$ cat src/rtl/axil_reg_slave.sv
// AXI4-Lite register bank: NUM_REGS word registers with byte strobes, driven out on reg_out.
// Define AXIL_REG_SLVERR_EN to answer unmapped addresses with SLVERR instead of OKAY.
module axil_reg_slave #(
  parameter int DATA_WIDTH = 32,
  parameter int ADDR_WIDTH = 8,
  parameter int RESP_WIDTH = 3,
  parameter int NUM_REGS   = 4,
  parameter int BASE_ADDR  = 0
) (
  input  logic                           s_axi_aclk,
  input  logic                           s_axi_aresetn,
  input  logic [ADDR_WIDTH-1:0]          s_axi_awaddr,
  input  logic                           s_axi_awvalid,
  output logic                           s_axi_awready,
  input  logic [DATA_WIDTH-1:0]          s_axi_wdata,
  input  logic [DATA_WIDTH/8-1:0]        s_axi_wstrb,
  input  logic                           s_axi_wvalid,
  output logic                           s_axi_wready,
  output logic [RESP_WIDTH-1:0]          s_axi_bresp,
  output logic                           s_axi_bvalid,
  input  logic                           s_axi_bready,
  input  logic [ADDR_WIDTH-1:0]          s_axi_araddr,
  input  logic                           s_axi_arvalid,
  output logic                           s_axi_arready,
  output logic [DATA_WIDTH-1:0]          s_axi_rdata,
  output logic [RESP_WIDTH-1:0]          s_axi_rresp,
  output logic                           s_axi_rvalid,
  input  logic                           s_axi_rready,
  output logic [NUM_REGS*DATA_WIDTH-1:0] reg_out
);
  // state     | meaning
  // W_IDLE    | waiting for AW and/or W
  // W_HAVE_AW | address captured, waiting for W
  // W_HAVE_W  | data captured, waiting for AW
  // W_RESP    | B response pending
  // R_IDLE    | waiting for AR
  // R_RESP    | R response pending
  typedef enum logic [1:0] {W_IDLE, W_HAVE_AW, W_HAVE_W, W_RESP} w_state_e;
  typedef enum logic {R_IDLE, R_RESP} r_state_e;

  localparam int STRB_W = DATA_WIDTH / 8;
  localparam int IDX_W  = (NUM_REGS > 1) ? $clog2(NUM_REGS) : 1;
  localparam logic [ADDR_WIDTH-1:0] BASE  = ADDR_WIDTH'(BASE_ADDR);
  localparam logic [ADDR_WIDTH-2:0] NREGS = (ADDR_WIDTH-1)'(NUM_REGS);
  localparam logic [RESP_WIDTH-1:0] RESP_OKAY = '0;
`ifdef AXIL_REG_SLVERR_EN
  localparam logic [RESP_WIDTH-1:0] RESP_MISS = RESP_WIDTH'(2);
`else
  localparam logic [RESP_WIDTH-1:0] RESP_MISS = '0;
`endif

  w_state_e                w_state_q;
  r_state_e                r_state_q;
  logic                    awready_q, wready_q, bvalid_q, arready_q, rvalid_q;
  logic [RESP_WIDTH-1:0]   bresp_q, rresp_q;
  logic [DATA_WIDTH-1:0]   rdata_q;
  logic [ADDR_WIDTH-1:0]   aw_addr_q;
  logic [DATA_WIDTH-1:0]   w_data_q;
  logic [STRB_W-1:0]       w_strb_q;
  logic [DATA_WIDTH-1:0]   regs_q [NUM_REGS];

  logic                    aw_hs, w_hs, ar_hs, wr_fire, wr_hit, rd_hit;
  logic [ADDR_WIDTH-1:0]   wr_addr, wr_off, rd_off;
  logic [DATA_WIDTH-1:0]   wr_data;
  logic [STRB_W-1:0]       wr_strb;
  logic [IDX_W-1:0]        wr_idx, rd_idx;

  assign aw_hs = s_axi_awvalid & awready_q;
  assign w_hs  = s_axi_wvalid & wready_q;
  assign ar_hs = s_axi_arvalid & arready_q;

  // Commit uses the captured half of the transaction and the live half of the other.
  always_comb begin
    wr_addr = (w_state_q == W_HAVE_AW) ? aw_addr_q : s_axi_awaddr;
    wr_data = (w_state_q == W_HAVE_W) ? w_data_q : s_axi_wdata;
    wr_strb = (w_state_q == W_HAVE_W) ? w_strb_q : s_axi_wstrb;
    wr_fire = ((w_state_q == W_IDLE) && aw_hs && w_hs) ||
              ((w_state_q == W_HAVE_AW) && w_hs) ||
              ((w_state_q == W_HAVE_W) && aw_hs);
    wr_off  = wr_addr - BASE;
    wr_hit  = (wr_off[1:0] == 2'b00) && ({1'b0, wr_off[ADDR_WIDTH-1:2]} < NREGS);
    wr_idx  = wr_off[IDX_W+1:2];
    rd_off  = s_axi_araddr - BASE;
    rd_hit  = (rd_off[1:0] == 2'b00) && ({1'b0, rd_off[ADDR_WIDTH-1:2]} < NREGS);
    rd_idx  = rd_off[IDX_W+1:2];
  end

  always_ff @(posedge s_axi_aclk or negedge s_axi_aresetn) begin
    if (!s_axi_aresetn) begin
      w_state_q <= W_IDLE;
      awready_q <= 1'b0;
      wready_q  <= 1'b0;
      bvalid_q  <= 1'b0;
      bresp_q   <= '0;
      aw_addr_q <= '0;
      w_data_q  <= '0;
      w_strb_q  <= '0;
      for (int i = 0; i < NUM_REGS; i++) regs_q[i] <= '0;
    end else if (wr_fire) begin
      if (wr_hit) begin
        for (int b = 0; b < STRB_W; b++)
          if (wr_strb[b]) regs_q[wr_idx][b*8 +: 8] <= wr_data[b*8 +: 8];
      end
      bresp_q   <= wr_hit ? RESP_OKAY : RESP_MISS;
      bvalid_q  <= 1'b1;
      awready_q <= 1'b0;
      wready_q  <= 1'b0;
      w_state_q <= W_RESP;
    end else begin
      case (w_state_q)
        W_IDLE: begin
          if (aw_hs) begin
            aw_addr_q <= s_axi_awaddr;
            awready_q <= 1'b0;
            w_state_q <= W_HAVE_AW;
          end else if (w_hs) begin
            w_data_q  <= s_axi_wdata;
            w_strb_q  <= s_axi_wstrb;
            wready_q  <= 1'b0;
            w_state_q <= W_HAVE_W;
          end else begin
            awready_q <= 1'b1;
            wready_q  <= 1'b1;
          end
        end
        W_RESP: begin
          if (s_axi_bready) begin
            bvalid_q  <= 1'b0;
            awready_q <= 1'b1;
            wready_q  <= 1'b1;
            w_state_q <= W_IDLE;
          end
        end
        default: ;
      endcase
    end
  end

  // Non-blocking read of regs_q gives the pre-write value on a same-edge collision.
  always_ff @(posedge s_axi_aclk or negedge s_axi_aresetn) begin
    if (!s_axi_aresetn) begin
      r_state_q <= R_IDLE;
      arready_q <= 1'b0;
      rvalid_q  <= 1'b0;
      rresp_q   <= '0;
      rdata_q   <= '0;
    end else begin
      case (r_state_q)
        R_IDLE: begin
          if (ar_hs) begin
            rdata_q   <= rd_hit ? regs_q[rd_idx] : '0;
            rresp_q   <= rd_hit ? RESP_OKAY : RESP_MISS;
            rvalid_q  <= 1'b1;
            arready_q <= 1'b0;
            r_state_q <= R_RESP;
          end else begin
            arready_q <= 1'b1;
          end
        end
        R_RESP: begin
          if (s_axi_rready) begin
            rvalid_q  <= 1'b0;
            arready_q <= 1'b1;
            r_state_q <= R_IDLE;
          end
        end
        default: ;
      endcase
    end
  end

  assign s_axi_awready = awready_q;
  assign s_axi_wready  = wready_q;
  assign s_axi_bvalid  = bvalid_q;
  assign s_axi_bresp   = bresp_q;
  assign s_axi_arready = arready_q;
  assign s_axi_rvalid  = rvalid_q;
  assign s_axi_rresp   = rresp_q;
  assign s_axi_rdata   = rdata_q;

  for (genvar i = 0; i < NUM_REGS; i++) begin : g_out
    assign reg_out[i*DATA_WIDTH +: DATA_WIDTH] = regs_q[i];
  end

endmodule

$ cat config.mk
export PLATFORM = sky130hd
export DESIGN_NAME = axil_reg_slave
export DESIGN_NICKNAME = d
export VERILOG_FILES = /design/src/rtl/axil_reg_slave.sv
export SDC_FILE = /design/constraint.sdc
export NUM_CORES = 1
export LEC_CHECK = 0
export BUFFER_PORTS_ARGS = -buffer_cell sky130_fd_sc_hd__buf_2
export CORE_MARGIN = 2
export CORE_UTILIZATION = 28
export CTS_BUF_LIST = sky130_fd_sc_hd__clkbuf_4 sky130_fd_sc_hd__clkbuf_8
export DETAILED_ROUTE_END_ITERATION = 10
export PLACE_DENSITY = 0.51
export SLEW_MARGIN = 20
export SYNTH_ARGS = -nofsm -noshare
export SYNTH_HDL_FRONTEND = slang
export SYNTH_SLANG_ARGS = --single-unit
$ cat constraint.sdc
create_clock -name s_axi_aclk -period 4.7 [get_ports s_axi_aclk]
set_input_delay 0.705 -clock s_axi_aclk [delete_from_list [all_inputs] [get_ports s_axi_aclk]]
set_output_delay 0.705 -clock s_axi_aclk [all_outputs]
set_load 0.005 [all_outputs]
==> flow_summary.toml <==
[status]
status = "completed"

[route]
drtIter0Drc = 306
drc_errors = 0
vias = 6199
drt_first_pass_iters = 5
antenna_left = 0
wl_per_cell_um = 20.2
viasPerCell = 4.72
totalWireLength_um = 26600

[clocking]
cts_root_buf = "clkbuf_8"
cts_sinks = 212
hold_buffers = 0
cts_setup_buffers = 0
path_clk_slew_ns = 0.06
cts_buffers = 41
ctsHtreeMaxLevel = 2
cts.repair.resized = 0
clock_latency_ns = 0.53
clockBufferDepth = 3
cts_tree = "built"

[timing]
achievable-frequency_mhz = 323
hold_viol = 0
rsz0062_at_grt = "no"
fin_crit_ns = 3.10
fin_skew_ns = 0.0190
setup_viol = 0
relSlewSlack_pct = 30.3
tns_ns = 0
setup_ws_ns = 1.60
slew_viol_final = 0
holdWs_ns = 0.0694
tightest_slew_ns = 1.04
period_share_pct = 66.0

[power_and_ir_drop]
p_switching_mw = 2.00
comb_power_share_pct = 27.4
leakage_nw = 5.99
ir_drop_mv = 0.388
p_clk_share_pct = 31.3
internal_power_mw = 4.51
power.density_nw_per_um2 = 535
switching_share_pct = 30.7
p_total_mw = 6.52
seq_power_share_pct = 41.4

[logic_synthesis]
synthSimpleGateAreaFrac_pct = 1.82
synthAdderAreaFrac_pct = 0
yosysWarnings = 0
synth.distinct_cells = 31
syn_area_um2 = 9560
yosys.area_share.xor_xnor_pct = 0
avgSynthCellArea_um2 = 16.4
synthCells = 584
synth_top_family_by_area = "multiplexers"
ys_ff_latch = 212
synth_top_area_share_pct = 55.5
synthTopCellsByArea = "dfrtp_1 55%, mux2_2 24%, mux4_2 7.5%"
yosysSeqAreaShare_pct = 55.5
yosys.area.top_type = "dfrtp_1"
muxShareOfSynthArea_pct = 32.2
synth-compound-area-share_pct = 8.44

[placed_design]
pre_cts_ws_ns = 1.40
dp_hpwl_um = 18100
place_area_um2 = 11300
dp_cells = 1245
place_congestion = 0.735
portBuffers = 223

[worst_setup_path]
critPathSlowestCell = "a2111oi_4"
crit_fanout = 13
critPathTopFamily = "compound AO/OA/AOI/OAI gates"
crit_buf_inv = 1
critPathMaxStageDelay_ns = 0.69
start_kind = "register"
worstPathCellList = "a21o_1, nand3_2, buf_4, a2111oi_4, mux2_2"
path_class = "register to register"
critPathArrivalTime_ns = 3.49
crit_required_ns = 5.09
rrSetupSlack_ns = 1.60
endpoint_kind = "register"

[floorplan]
fp-row-count = 67
die-area_um2 = 35600
start_util_pct = 28.4
dieWidth_um = 189
coreArea_um2 = 33600
ios = 230
die_height_um = 189

[finish]
fin_cells = 1314
num-fill-cells = 3284
multi_input_area_um2 = 4120
nNetsFinal = 899
area_delta_synth_final_pct = 27.4
postLayoutCellArea_um2 = 12200
drive_gt1_share_pct = 65.4
seqCellArea_um2 = 5310
final_common_cell = "buf_2"
layout_common_cells = "222 x buf_2, 212 x dfrtp_1, 204 x mux2_2"
fin_util_pct = 36.2

[run]
cap_viol_max_count = 0

[global_routing]
overflow = 0
antenna_found_initial = 4
grtUsageTotal_pct = 14.9
first_global_vias = 6430
grt_pass1_wl_um = 40500
grt_max_degree = 120

[hold_path]
hold_path_class = "primary input to async pin"
-- logic make-up after synthesis --
| kind of cell | after synthesis |
|---|---|
| multiplexers | 242 |
| flip-flops | 212 |
| AO/OA/AOI/OAI | 62 |
| buffers and inverters | 36 |
| AND/OR/NAND/NOR | 31 |
| other | 1 |
-- power by group through the flow --
stage / sequential [mW] / combinational (mW) / clock (mW)
3_5_place_dp: 2.73 / 1.83 / 0
6_report: 2.70 / 1.78 / 2.04
4_1_cts: 2.70 / 1.83 / 2.11
3_3_place_gp: 2.71 / 1.81 / 0
5_1_grt: 2.76 / 1.95 / 2.21
2_1_floorplan: 2.62 / 1.15 / 0
-- metal layers --
metal / track usage, % / wire, um / up-vias
li1: - / - / 2750
met1: 19.7 / 11600 / 3202
met2: 24.3 / 12700 / 194
met3: 3.74 / 1680 / 49
met4: 4.24 / 504 / 4
met5: 0 / 27 / -
-- flip-flops by register name, summed over array words and instances, names as in the netlist --
register / flops
s_axi_rdata: 32
aw_addr_q: 8
w_state_q: 2
s_axi_wready: 1
w_strb_q: 4
w_data_q: 32
s_axi_bvalid: 1
s_axi_arready: 1
s_axi_awready: 1
r_state_q: 1
reg_out: 128
s_axi_rvalid: 1
-- Yosys cell counts, drive strengths merged --
master   instances
dfrtp          212
mux2           204
a22o            32
mux4            32
clkbuf          17
a2111oi         16
buf             15
nand2            8
a31oi            6
mux2i            6
inv              4
nand3            4
nor2             4
o21ai            3
or4              3
a21o             2
a21oi            2
and2             2
nor3             2
nor4             2
nor4bb           2
and4b            1
conb             1
nand2b           1
nor2b            1
nor4b            1
o31a             1
-- layout make-up --
class	count	share of cell area, %
diodes	3	0.0617
clock buffers	59	6.31
clock inverters	7	1.13
repair buffers	240	10.4
multi-input cells	341	33.8
flip-flops and latches	212	43.6
inverters	4	0.123
well taps	448	4.60
-- worst reg2reg max path, stage by stage, from the launching register on --
cell and delay [ns]:
dfrtp_1 0.64, a21o_1 0.23, nand3_2 0.56, buf_4 0.42, a2111oi_4 0.69, mux2_2 0.42
-- path summary, 6_finish.rpt --
kind,start,end,depth (start not counted)
setup / recovery,w_state_q[0],reg_out[110],5
hold / removal,s_axi_aresetn,aw_addr_q[5],1
setup reg to reg,w_state_q[0],reg_out[110],5
hold reg to reg,s_axi_rvalid,s_axi_rvalid,2
max in group asynchronous,s_axi_aresetn,reg_out[110],2
min in group s_axi_aclk,s_axi_rready,r_state_q,2
(Power assumes the default switching activity.)
